## config.mk

```make
export PLATFORM = sky130hd
export DESIGN_NAME = wb_write_arbiter_flat
export DESIGN_NICKNAME = d
export VERILOG_FILES = /design/src/rtl/wb_write_arbiter_if.sv /design/src/rtl/wb_write_arbiter.sv /design/src/flat_wrapper.sv
export SDC_FILE = /design/constraint.sdc
export NUM_CORES = 1
export LEC_CHECK = 0
export ABC_AREA = 1
export BUFFER_PORTS_ARGS = -buffer_cell sky130_fd_sc_hd__buf_2
export CORE_ASPECT_RATIO = 0.9
export CORE_MARGIN = 4
export CORE_UTILIZATION = 29
export DETAILED_ROUTE_END_ITERATION = 6
export GPL_TIMING_DRIVEN = 0
export PLACE_DENSITY_LB_ADDON = 0.25
export SYNTH_ARGS = -nofsm -noshare
export SYNTH_HDL_FRONTEND = slang
export SYNTH_SLANG_ARGS = --single-unit
```

## constraint.sdc

```tcl
create_clock -name clk -period 3.3 [get_ports clk]
set_input_delay 0.33 -clock clk [delete_from_list [all_inputs] [get_ports clk]]
set_output_delay 0.33 -clock clk [all_outputs]
set_load 0.005 [all_outputs]
```

## src/rtl/wb_write_arbiter_if.sv

```systemverilog
// Register-file write-port bus: pipeline WB request, LU valid/ready result, RF write and hazard outputs.
interface wb_write_arbiter_if #(parameter int XLEN = 32);
   logic            wb_we;
   logic [4:0]      wb_rd;
   logic [XLEN-1:0] wb_data;
   logic            lu_valid;
   logic [4:0]      lu_rd;
   logic [XLEN-1:0] lu_data;
   logic            lu_ready;
   logic            rf_we;
   logic [4:0]      rf_a3;
   logic [XLEN-1:0] rf_wd;
   logic [31:0]     pend_mask;
   logic            err_conflict;

   modport slave (
      input  wb_we, wb_rd, wb_data, lu_valid, lu_rd, lu_data,
      output lu_ready, rf_we, rf_a3, rf_wd, pend_mask, err_conflict
   );

   modport master (
      output wb_we, wb_rd, wb_data, lu_valid, lu_rd, lu_data,
      input  lu_ready, rf_we, rf_a3, rf_wd, pend_mask, err_conflict
   );
endinterface

```

## src/rtl/wb_write_arbiter.sv

```systemverilog
// Register-file write-port arbiter: WB stage has priority, LU results queue in a FIFO.
// Optional WB_BYPASS_EN lets an LU result go straight to the port when FIFO empty and WB idle.
module wb_write_arbiter #(
   parameter int DEPTH = 4,
   parameter int XLEN  = 32
) (
   input logic              clk,
   input logic              rst_n,
   wb_write_arbiter_if.slave bus
);
   localparam int AW = $clog2(DEPTH);
   localparam logic [AW:0] FULL_CNT = DEPTH[AW:0];

   typedef struct packed {
      logic [4:0]      rd;
      logic [XLEN-1:0] data;
   } entry_t;

   entry_t          mem_q [DEPTH];
   logic [AW-1:0]   wptr_q, rptr_q;
   logic [AW:0]     count_q;
   logic            rf_we_q;
   logic [4:0]      rf_a3_q;
   logic [XLEN-1:0] rf_wd_q;
   logic            err_q;

   logic            wb_hit, empty, full, lu_keep, push, pop, bypass;
   logic [31:0]     pend;

   always_comb begin
      wb_hit  = bus.wb_we && (bus.wb_rd != 5'd0);
      empty   = (count_q == '0);
      full    = (count_q == FULL_CNT);
      lu_keep = bus.lu_valid && bus.lu_ready && (bus.lu_rd != 5'd0);
      pop     = !wb_hit && !empty;
`ifdef WB_BYPASS_EN
      bypass  = !wb_hit && empty && lu_keep;
`else
      bypass  = 1'b0;
`endif
      push    = lu_keep && !bypass;
   end

   // ready reflects pre-pop occupancy, so a full FIFO never pops through
   assign bus.lu_ready = rst_n && !full;

   always_comb begin
      logic [AW-1:0] idx;
      idx  = '0;
      pend = '0;
      for (int i = 0; i < DEPTH; i++) begin
         idx = rptr_q + AW'(i);
         if (i < int'(count_q)) pend[mem_q[idx].rd] = 1'b1;
      end
      if (rf_we_q) pend[rf_a3_q] = 1'b1;
      pend[0] = 1'b0;
   end

   always_ff @(posedge clk) begin
      if (push) mem_q[wptr_q] <= '{rd: bus.lu_rd, data: bus.lu_data};
   end

   always_ff @(posedge clk or negedge rst_n) begin
      if (!rst_n) begin
         wptr_q  <= '0;
         rptr_q  <= '0;
         count_q <= '0;
         rf_we_q <= 1'b0;
         rf_a3_q <= '0;
         rf_wd_q <= '0;
         err_q   <= 1'b0;
      end else begin
         if (push) wptr_q <= wptr_q + 1'b1;
         if (pop)  rptr_q <= rptr_q + 1'b1;
         count_q <= count_q + {{AW{1'b0}}, push} - {{AW{1'b0}}, pop};
         if (wb_hit) begin
            rf_we_q <= 1'b1;
            rf_a3_q <= bus.wb_rd;
            rf_wd_q <= bus.wb_data;
            if (pend[bus.wb_rd]) err_q <= 1'b1;
         end else if (pop) begin
            rf_we_q <= 1'b1;
            rf_a3_q <= mem_q[rptr_q].rd;
            rf_wd_q <= mem_q[rptr_q].data;
         end else if (bypass) begin
            rf_we_q <= 1'b1;
            rf_a3_q <= bus.lu_rd;
            rf_wd_q <= bus.lu_data;
         end else begin
            rf_we_q <= 1'b0;
         end
      end
   end

   assign bus.rf_we        = rf_we_q;
   assign bus.rf_a3        = rf_a3_q;
   assign bus.rf_wd        = rf_wd_q;
   assign bus.pend_mask    = pend;
   assign bus.err_conflict = err_q;
endmodule

```

## src/flat_wrapper.sv

```systemverilog
// flat-port wrapper written by rule: the top's interface ports become plain ports
module wb_write_arbiter_flat 
#(
   parameter int DEPTH = 4,
   parameter int XLEN  = 32
)
  (clk, rst_n, bus_wb_we, bus_wb_rd, bus_wb_data, bus_lu_valid, bus_lu_rd, bus_lu_data, bus_lu_ready, bus_rf_we, bus_rf_a3, bus_rf_wd, bus_pend_mask, bus_err_conflict);
  wb_write_arbiter_if #(.XLEN(XLEN)) bus_i ();
  input logic clk;
  input logic rst_n;
  input wire logic [$bits(bus_i.wb_we)-1:0] bus_wb_we;
  input wire logic [$bits(bus_i.wb_rd)-1:0] bus_wb_rd;
  input wire logic [$bits(bus_i.wb_data)-1:0] bus_wb_data;
  input wire logic [$bits(bus_i.lu_valid)-1:0] bus_lu_valid;
  input wire logic [$bits(bus_i.lu_rd)-1:0] bus_lu_rd;
  input wire logic [$bits(bus_i.lu_data)-1:0] bus_lu_data;
  output wire logic [$bits(bus_i.lu_ready)-1:0] bus_lu_ready;
  output wire logic [$bits(bus_i.rf_we)-1:0] bus_rf_we;
  output wire logic [$bits(bus_i.rf_a3)-1:0] bus_rf_a3;
  output wire logic [$bits(bus_i.rf_wd)-1:0] bus_rf_wd;
  output wire logic [$bits(bus_i.pend_mask)-1:0] bus_pend_mask;
  output wire logic [$bits(bus_i.err_conflict)-1:0] bus_err_conflict;
  assign bus_i.wb_we = bus_wb_we;
  assign bus_i.wb_rd = bus_wb_rd;
  assign bus_i.wb_data = bus_wb_data;
  assign bus_i.lu_valid = bus_lu_valid;
  assign bus_i.lu_rd = bus_lu_rd;
  assign bus_i.lu_data = bus_lu_data;
  assign bus_lu_ready = bus_i.lu_ready;
  assign bus_rf_we = bus_i.rf_we;
  assign bus_rf_a3 = bus_i.rf_a3;
  assign bus_rf_wd = bus_i.rf_wd;
  assign bus_pend_mask = bus_i.pend_mask;
  assign bus_err_conflict = bus_i.err_conflict;
  wb_write_arbiter #(.DEPTH(DEPTH), .XLEN(XLEN)) u_core (.clk(clk), .rst_n(rst_n), .bus(bus_i));
endmodule
```

==> results of run 1 <==
-- timing repair --
item                                   in CTS  in global routing
setup buffers                               0                  0
gates resized for setup                     0                  1
setup endpoints to repair                   0                111
endpoints found under the hold margin       0                  0
-- per-layer routing --
layer / GRT usage (%) / routed length, um / vias to the layer above
met5: 0 / 48 / -
met4: 3.480 / 412 / 10
met3: 3.228 / 1929 / 34
met2: 26.69 / 14190 / 249
met1: 22.81 / 14130 / 4087
li1: - / - / 4144
-- flip-flops by register name, summed over array words and instances (netlist names) --
name	count
u_core.bus.rf_wd	32
u_core.rptr_q	2
u_core.bus.rf_we	1
u_core.wptr_q	2
u_core.count_q	3
u_core.mem_q	148
u_core.bus.rf_a3	5
u_core.bus.err_conflict	1
-- worst max-delay path: stages, from the launching register on --
cell     delay, ns
dfrtp_1       0.58
inv_1         0.12
ha_1          0.26
a21oi_1       0.32
nand3_1       0.41
nor2_1        0.21
nor2_1        0.12
nand2_1       0.10
buf_2         0.12
-- through the flow --
| stage | instance area [um^2] | util [%] | std cells | setup WS [ns] |
|---|---|---|---|---|
| floorplan | 9938 | - | 1129 | 0.1543 |
| global placement | 11250 | 33.20 | 1737 | -2.559 |
| detailed placement | 11360 | 33.55 | 1741 | -0.4410 |
| CTS | 11940 | 35.26 | 1773 | 0.0004146 |
| global route | 11950 | 35.27 | 1773 | 0.009102 |
| finish | 11950 | 35.27 | 1773 | 0.3169 |
-- cell type report --
type / instances / share of cell area, %
Inverter: 90 / 2.828
Sequential cell: 194 / 46.84
Timing Repair Buffer: 150 / 6.871
Buffer: 39 / 1.749
Tap cell: 462 / 4.839
Multi-Input combinational cell: 806 / 32.03
Clock inverter: 13 / 1.047
Clock buffer: 19 / 3.792
-- cell usage in the layout (no fill, tap or decap), types with 3 or more instances in the layout --
cell       synthesis  final
xor2_1             3      3
buf_12             0      3
o221ai_1           5      5
o211ai_1          32     32
nor2_4             0      4
buf_2              2    147
nand3_2            7      7
a221oi_1          32     32
a21oi_1            3      3
o2bb2ai_1         32     32
inv_2              6      6
o21ai_1            6      6
inv_1             83     83
nand3_1           77     77
dfrtp_1           46     46
nor2_2             4      4
edfxtp_1         148    148
clkinv_2           0      4
nand2_1          398    398
nor3_1            15     15
clkbuf_16          0     17
nand2_2            5      5
inv_8              0      3
ha_1               8      8
clkbuf_1          23     23
nor2_1           172    168
buf_6              4      4
buf_4              8      8
-- final timing paths --
check,startpoint,to,slack (ns),depth (start not counted)
max in group asynchronous,rst_n,u_core.bus.rf_wd[27],2.79,1
worst max register to register,u_core.count_q[2],u_core.mem_q[2][6],0.56,6
worst max-delay path,u_core.count_q[2],bus_pend_mask[26],0.32,8
worst min-delay path,rst_n,u_core.bus.rf_a3[3],-0.02,1
worst min register to register,u_core.bus.rf_wd[27],u_core.bus.rf_wd[27],0.51,2
min in group clk,bus_lu_data[10],u_core.mem_q[2][10],0.12,1
-- power by group through the flow --
stage | clock (W) | sequential (W) | combinational, W
after floorplan | 0 | 0.00334 | 0.00304
after global placement | 0 | 0.00336 | 0.00482
after detailed placement | 0 | 0.00334 | 0.00492
after CTS | 0.00206 | 0.00330 | 0.00493
after global routing | 0.00216 | 0.00335 | 0.00551
final | 0.00200 | 0.00330 | 0.00492
-- synthesized netlist by cell type (2+ instances only) --
master / number / area share (%)
nand3_2: 7 / 0.71
a21oi_1: 3 / 0.15
nand2_1: 398 / 15
buf_4: 8 / 0.60
ha_1: 8 / 1.0
inv_1: 83 / 3.1
edfxtp_1: 148 / 45
o211ai_1: 32 / 2.4
buf_6: 4 / 0.45
inv_2: 6 / 0.23
nor2_1: 172 / 6.5
a221oi_1: 32 / 2.8
buf_2: 2 / 0.10
nand3_1: 77 / 3.9
o21ai_1: 6 / 0.30
xor2_1: 3 / 0.26
clkbuf_1: 23 / 0.87
o21ai_0: 2 / 0.10
dfrtp_1: 46 / 12
o2bb2ai_1: 32 / 2.8
buf_1: 2 / 0.076
nor3_1: 15 / 0.76
nand2_2: 5 / 0.31
o221ai_1: 5 / 0.44
nor2_2: 4 / 0.25
-- kinds of logic (layout without fill, tap and decap cells) --
logic type               Yosys count  count (layout)  synth area share, %
AND/OR/NAND/NOR                  680             680                27.57
other                              1               1              0.03773
flip-flops                       194             194                56.30
AO/OA/AOI/OAI                    113             113                9.115
XOR/XNOR                           3               3               0.2644
buffers and inverters            129             311                5.502
adder cells (fa/ha/maj)            9               9                1.209
==> metrics.txt, run 1 <==
Overflow after GRT=0; GRT Total Usage=16.34%; global placement routability congestion=0.8962; Switch Pwr=0.004546 W; initial core utilization=29.34%; clock latency on the worst-skew pair=0.42 ns; Via Count=8,524; Netlist cell types=31; share of post-route cells with drive strength above 1=17.01%; Detail Route Antenna Nets=0; TritonCTS Buffers=17; drt first-iter violations=738; Clock Path Buffers=2; Die X=203.1 um; setup_tns=0 ns; H-Tree Depth=4; Die Footprint=37,300 um^2; area delta synth->final=20.19%; Synth warnings=0; dpl hpwl=22,900 um; DRC viols=0; drt pass-1 iters=5; Port Buf Inserts=146; std cell rows=64; Max Freq=335.2 MHz; switching share of power=44.48%; I/O pins=150; fill count=3,491; Least-Margin Pin Slew=1.170 ns; Die Ht=183.6 um; multi-input logic area=3826 um^2; clock root buffer=clkbuf_16; synthesized area per cell=8.803 um^2; sequential area share after synthesis=56.30%; data required time of the critical path=2.97 ns; worst vdd ir=0.0004097 V; Total Power=0.01022 W; Core Box Area=33,870 um^2; Worst Skew=0.01037 ns; MaxCap Viol Count=0; Synth Net Count=1,216; cts hold-fix bufs=0; Data arrival, critical path=2.65 ns; CP max FO=8; routed wire length per instance=17.32 um; Sink Count=194; worst hold path type=primary input to asynchronous set/reset pin; Seq pwr share=32.2%; Setup-failing EPs final=0; status=finished, violations left; Post-Syn Instances=1,129; clock group share of total power=19.6%; Slew Limit Headroom=21.40%; post-route clock period utilization=90.40%; WL final=30,710 um; diode count=0; Internal=0.005675 W; Nets=1,385; max-slew violations=0; Lkg Pwr=5.112 nW; synthesized flop and latch total=194; violated checks=negative hold slack; global-route wire length before repair=47,700 um; Crit Path Class=register to output pin; pin count of the biggest net entering global routing=48; synthesized area=9938 um^2; register area=5595 um^2; via/cell ratio=4.808; final hold viol count=8; RSZ-0062 raised after global routing=false; CTS tree=yes; antenna violations before repair=6; Clk pin slew, worst setup/hold paths=0.07 ns; ys flop type=edfxtp_1; worst hold margin=-0.01533 ns; Period minus WS final=2.983 ns; vias in the first global route=8,341; Worst setup EP type=output pin; number of synthesized flops with an enable pin=148; Pwr Density=855.7 nW/um^2; Synth async-reset ratio=23.71%; critical path startpoint category=register; power share of the combinational group=48.2%
No activity file was read; power rests on OpenSTA's default activity.
==> run 2, diff against run 1 <==
--- a/config.mk
+++ b/config.mk
@@ -7,6 +7,8 @@
 export LEC_CHECK = 0
 export ABC_AREA = 1
 export BUFFER_PORTS_ARGS = -buffer_cell sky130_fd_sc_hd__buf_2
+export CELL_PAD_IN_SITES_DETAIL_PLACEMENT = 0
+export CELL_PAD_IN_SITES_GLOBAL_PLACEMENT = 1
 export CORE_ASPECT_RATIO = 0.9
 export CORE_MARGIN = 4
 export CORE_UTILIZATION = 29
==> run 2 against run 1 <==
The run now ends clean. Clock power rose by 5%. Count of clock-buffer cells in the layout down 1. Final cell count grew 0.17%. Register-to-register slack worse by 0.18 ns. Flip-flop and latch count stayed put. Setup slack worse by 0.13 ns. Via count down 1.3%. First-iteration DRC count decreased by 13%. Non-clock buffer count up 2. Sequential power about the same. Power increased by 2.1%.
==> metrics.txt, run 2 (synthesized netlist as in run 1, its figures left out) <==
Core Box Area=33,870 um^2; pin count of the biggest net entering global routing=47; Placed Instances=1,741; DRC viols=0; Clk pin slew, worst setup/hold paths=0.08 ns; Detail Route Antenna Nets=0; area delta synth->final=20.89%; worst path cell trace=inv_1, buf_4, nand2_1, nand2_2, buf_4, nand2_1, nand2_1, nand3_1, nor2_1, a21oi_1, nand3_1, buf_2; reg2reg setup slack=0.38 ns; Die X=203.1 um; antenna violations before repair=5; worst hold margin=0.1019 ns; Die Ht=183.6 um; worst hold path type=primary input to register; Lkg Pwr=5.137 nW; Setup-failing EPs final=0; Port Buf Inserts=146; CP max FO=10; DP Area=11,360 um^2; Least-Margin Pin Slew=1.155 ns; Post-Layout Inst Area=12,010 um^2; drt pass-1 iters=6; Clock Path Buffers=2; Data arrival, critical path=2.78 ns; CP max stage delay=0.37 ns; MaxCap Viol Count=0; CTS tree=yes; Worst setup EP type=output pin; Worst Skew=0.01874 ns; Overflow after GRT=0; post-route clock period utilization=94.38%; Slew Limit Headroom=22.40%; max reg flops=148; Max Freq=321.1 MHz; most used cell, CP=nand2_1; Via Count=8,412; I/O pins=150; Nets=1,387; postcts setup bufs=0; GRT Total Usage=16.94%; TritonCTS Buffers=17; data required time of the critical path=2.97 ns; Sink Count=194; initial core utilization=29.34%; Die Footprint=37,300 um^2; Reg with most FFs=u_core.mem_q; worst vdd ir=0.0003467 V; Non-Filler Instances=1,776; drt first-iter violations=639; WL final=31,690 um; Pwr Density=869.0 nW/um^2; crit path max-delay cell type=dfrtp_1; final hold viol count=0; max-slew violations=0; most common cell after layout, fill and taps aside=nand2_1; std cell rows=64; status=finished, final reports clean; Period minus WS final=3.115 ns; global placement routability congestion=0.8450; routed wire length per instance=17.84 um; register area=5595 um^2; Crit Path Class=register to output pin; vias in the first global route=8,031; most frequent cells in the layout=nand2_1, nor2_1, edfxtp_1, buf_2, inv_1; share of post-route cells with drive strength above 1=16.98%; via/cell ratio=4.736; critical path startpoint category=register; multi-input logic area=3826 um^2; H-Tree Depth=4; clock latency on the worst-skew pair=0.44 ns; dpl hpwl=23,780 um; clock root buffer=clkbuf_16; fill count=3,515; RSZ-0062 raised after global routing=false; global-route wire length before repair=48,670 um
## run 2: what timing repair did
| item | CTS | global route |
|---|---|---|
| endpoints found under the setup margin | 84 | 0 |
| gates resized for setup | 1 | 0 |
| hold buffers | 2 | 0 |
| hold endpoints to repair | 46 | 0 |
## run 2: cell type report
| type | instances | share of cell area (%) |
|---|---|---|
| tap | 462 | 4.812 |
| multi-input combinational | 806 | 31.85 |
| clock buffer | 18 | 3.572 |
| inverter | 90 | 2.812 |
| antenna | 1 | 0.02083 |
| timing repair buffer | 152 | 7.082 |
| sequential | 194 | 46.57 |
| clock inverter | 14 | 1.541 |
| buffer | 39 | 1.739 |
## run 2: routing by layer
metal | GRT usage [%] | part of all wire, % | vias up
met2 | 26.84 | 46 | 225
met5 | 0 | 0.15 | -
li1 | - | - | 4145
met1 | 24.42 | 47 | 4005
met3 | 3.546 | 5.9 | 29
met4 | 3.102 | 1.3 | 8
## run 2: final timing paths
path / startpoint / endpoint / depth (start not counted)
max: u_core.rptr_q[1] / bus_pend_mask[28] / 12
min: bus_lu_data[3] / u_core.mem_q[3][3] / 1
max reg2reg: u_core.count_q[2] / u_core.mem_q[0][7] / 6
min reg2reg: u_core.bus.err_conflict / u_core.bus.err_conflict / 2
max in group asynchronous: rst_n / u_core.wptr_q[0] / 3
min in group asynchronous: rst_n / u_core.bus.rf_wd[4] / 3
## run 2: report_power, final
group	switching (W)	internal, W
registers	0.000227	0.00307
logic	0.00353	0.00151
clock network	0.00101	0.00110
## run 2: worst max-delay path, delay by kind of cell, from the launching register on
kind / cells / cell delay, ns
AOI/OAI and AO/OA: 1 / 0.07
buffers and inverters: 4 / 0.62
DFF: 1 / 0.37
and+or+nand+nor: 7 / 1.30
## run 2: metrics by stage
stage	power [W]	util, %	worst slack (ns)	setup TNS [ns]
floorplan	0.006379	-	0.1543	0
global placement	0.008355	33.20	-2.795	-402.29
detailed placement	0.008409	33.53	-0.6209	-75.88
CTS	0.01055	35.46	0.1504	0
global route	0.01124	35.47	0.0002198	0
finish	0.01044	35.47	0.1853	0
==> run 3, diff against run 2 <==
--- a/config.mk
+++ b/config.mk
@@ -10,10 +10,9 @@
 export CELL_PAD_IN_SITES_DETAIL_PLACEMENT = 0
 export CELL_PAD_IN_SITES_GLOBAL_PLACEMENT = 1
 export CORE_ASPECT_RATIO = 0.9
-export CORE_MARGIN = 4
+export CORE_MARGIN = 10
 export CORE_UTILIZATION = 29
 export DETAILED_ROUTE_END_ITERATION = 6
-export GPL_TIMING_DRIVEN = 0
 export PLACE_DENSITY_LB_ADDON = 0.25
 export SYNTH_ARGS = -nofsm -noshare
 export SYNTH_HDL_FRONTEND = slang
==> run 3 against run 2 <==
Non-clock buffer count shrank 18. Combinational power shrank 3%. Sequential share of layout area grew 0.45 points. Setup slack gained 0.11 ns. Flip-flop and latch count is the same. Power shrank 1.4%. Largest cell class unchanged. Design area shrank 0.95%. Via count shrank 1.7%. Worst hold slack gained 0.00056 ns. Wire length grew 0.65%. Critical endpoint is now bus_pend_mask[31]. Critical path depth shrank 4.
==> metrics.txt, run 3 (synthesized netlist as in run 1, its figures left out) <==
Sink Count=194; Post-CTS Resized=0; TritonCTS Buffers=17; Die X=215.1 um; CTS tree=yes; Core Box Area=33,870 um^2; Worst setup EP type=output pin; Slew Limit Headroom=24.85%; Detail Route Antenna Nets=0; Setup-failing EPs final=0; I/O pins=150; Worst Skew=0.01562 ns; via/cell ratio=4.699; std cell rows=64; Crit Path Class=register to output pin; Clk pin slew, worst setup/hold paths=0.08 ns; CP max FO=8; global placement routability congestion=0.8720; clock root buffer=clkbuf_16; share of post-route cells with drive strength above 1=17.92%; Period minus WS final=3.001 ns; H-Tree Depth=4; Register-to-Register Path Depth=13; WL final=31,890 um; drt first-iter violations=710; most frequent cells in the layout=nand2_1, nor2_1, buf_2, edfxtp_1, inv_1; worst hold path type=primary input to asynchronous set/reset pin; GRT Total Usage=14.92%; Data arrival, critical path=2.67 ns; Max Freq=333.2 MHz; DRC viols=0; dpl hpwl=23,600 um; Worst R2R End=u_core.bus.err_conflict; area delta synth->final=19.74%; Final WS setup=0.2985 ns; data required time of the critical path=2.97 ns; pre-CTS setup slack=0.6272 ns; global-route wire length before repair=49,160 um; Nets=1,369; launch point of the worst reg-to-reg path=u_core.count_q[2]; worst vdd ir=0.0005633 V; final hold viol count=0; routed wire length per instance=18.13 um; MaxCap Viol Count=0; Via Count=8,266; reg2reg setup slack=0.61 ns; Port Buf Inserts=148; post-route clock period utilization=90.95%; most common cell after layout, fill and taps aside=nand2_1; status=finished, final reports clean; vias in the first global route=8,095; Pwr Density=865.2 nW/um^2; antenna violations before repair=8; fill count=3,526; setup_tns=0 ns; pin count of the biggest net entering global routing=47; initial core utilization=29.34%; cts hold-fix bufs=0; Die Footprint=42,080 um^2; max-slew violations=0; drt pass-1 iters=5; Reg with most FFs=u_core.mem_q; critical path startpoint category=register; max reg flops=148; Die Ht=195.6 um; RSZ-0062 raised after global routing=false; Overflow after GRT=0; Clock Path Buffers=2; Least-Margin Pin Slew=1.126 ns; postcts setup bufs=0; clock latency on the worst-skew pair=0.44 ns; Lkg Pwr=5.127 nW
-- run 3: cell count changes in the layout (fill, tap and decap cells not counted), moves of 3 or more --
cell / previous run / this run
buf_4: 9 / 24
buf_12: 4 / 1
clkbuf_1: 24 / 0
inv_8: 5 / 2
buf_6: 4 / 0
clkinv_8: 3 / 6
-- run 3: worst max-delay path by stage --
stage / from / endpoint / slack, ns / cells after the start
floorplan: u_core.count_q[2] / u_core.mem_q[0][0] / 0.15 / 5
global placement: u_core.count_q[2] / u_core.bus.err_conflict / 0.66 / 13
detailed placement: u_core.count_q[2] / u_core.bus.err_conflict / 0.63 / 13
CTS: u_core.count_q[2] / bus_pend_mask[19] / 0.26 / 8
global route: u_core.count_q[2] / bus_pend_mask[19] / 0.06 / 8
finish: u_core.count_q[2] / bus_pend_mask[31] / 0.30 / 8
-- run 3: power breakdown --
group          internal, W  switching [W]  total (W)
logic              0.00145        0.00345    0.00491
registers          0.00307       0.000238    0.00330
clock network      0.00105        0.00103    0.00208
-- run 3: final cells by class --
class / instances / area [um^2] / share of cell area, %
inverter: 90 / 337.8 / 2.839
timing repair buffer: 173 / 940.9 / 7.907
multi-input combinational: 806 / 3826 / 32.15
antenna: 2 / 5.005 / 0.04206
clock buffer: 18 / 439.2 / 3.690
sequential: 194 / 5595 / 47.02
tap: 462 / 578.1 / 4.858
clock inverter: 14 / 177.7 / 1.493
-- run 3: worst max-delay path: stages (launching register included) --
cell     delay [ns]
dfrtp_1        0.59
inv_1          0.11
ha_1           0.23
a21oi_1        0.36
nand3_1        0.39
nor2_1         0.19
nor2_1         0.08
nand2_1        0.14
buf_2          0.14
-- run 3: through the flow --
step | power, W | utilization (%) | hold slack [ns] | instance area (um^2) | cells
floorplan | 0.006379 | - | 0.03441 | 9938 | 1129
finish | 0.01030 | 35.13 | 0.1025 | 11900 | 1759
global route | 0.01107 | 35.12 | 0.08029 | 11900 | 1758
CTS | 0.01039 | 35.12 | 0.08435 | 11900 | 1757
detailed placement | 0.008285 | 33.30 | 0.4982 | 11280 | 1725
global placement | 0.008280 | 33.30 | 0.4918 | 11280 | 1725
-- run 3: routing by layer --
layer,vias to the layer above,wire (um),GRT usage (%),part of all wire [%]
met5,-,46,0,0.14
met4,8,195,2.371,0.61
met3,22,1649,3.291,5.2
met2,205,14290,23.42,45
met1,3924,15710,20.94,49
li1,4107,-,-,-
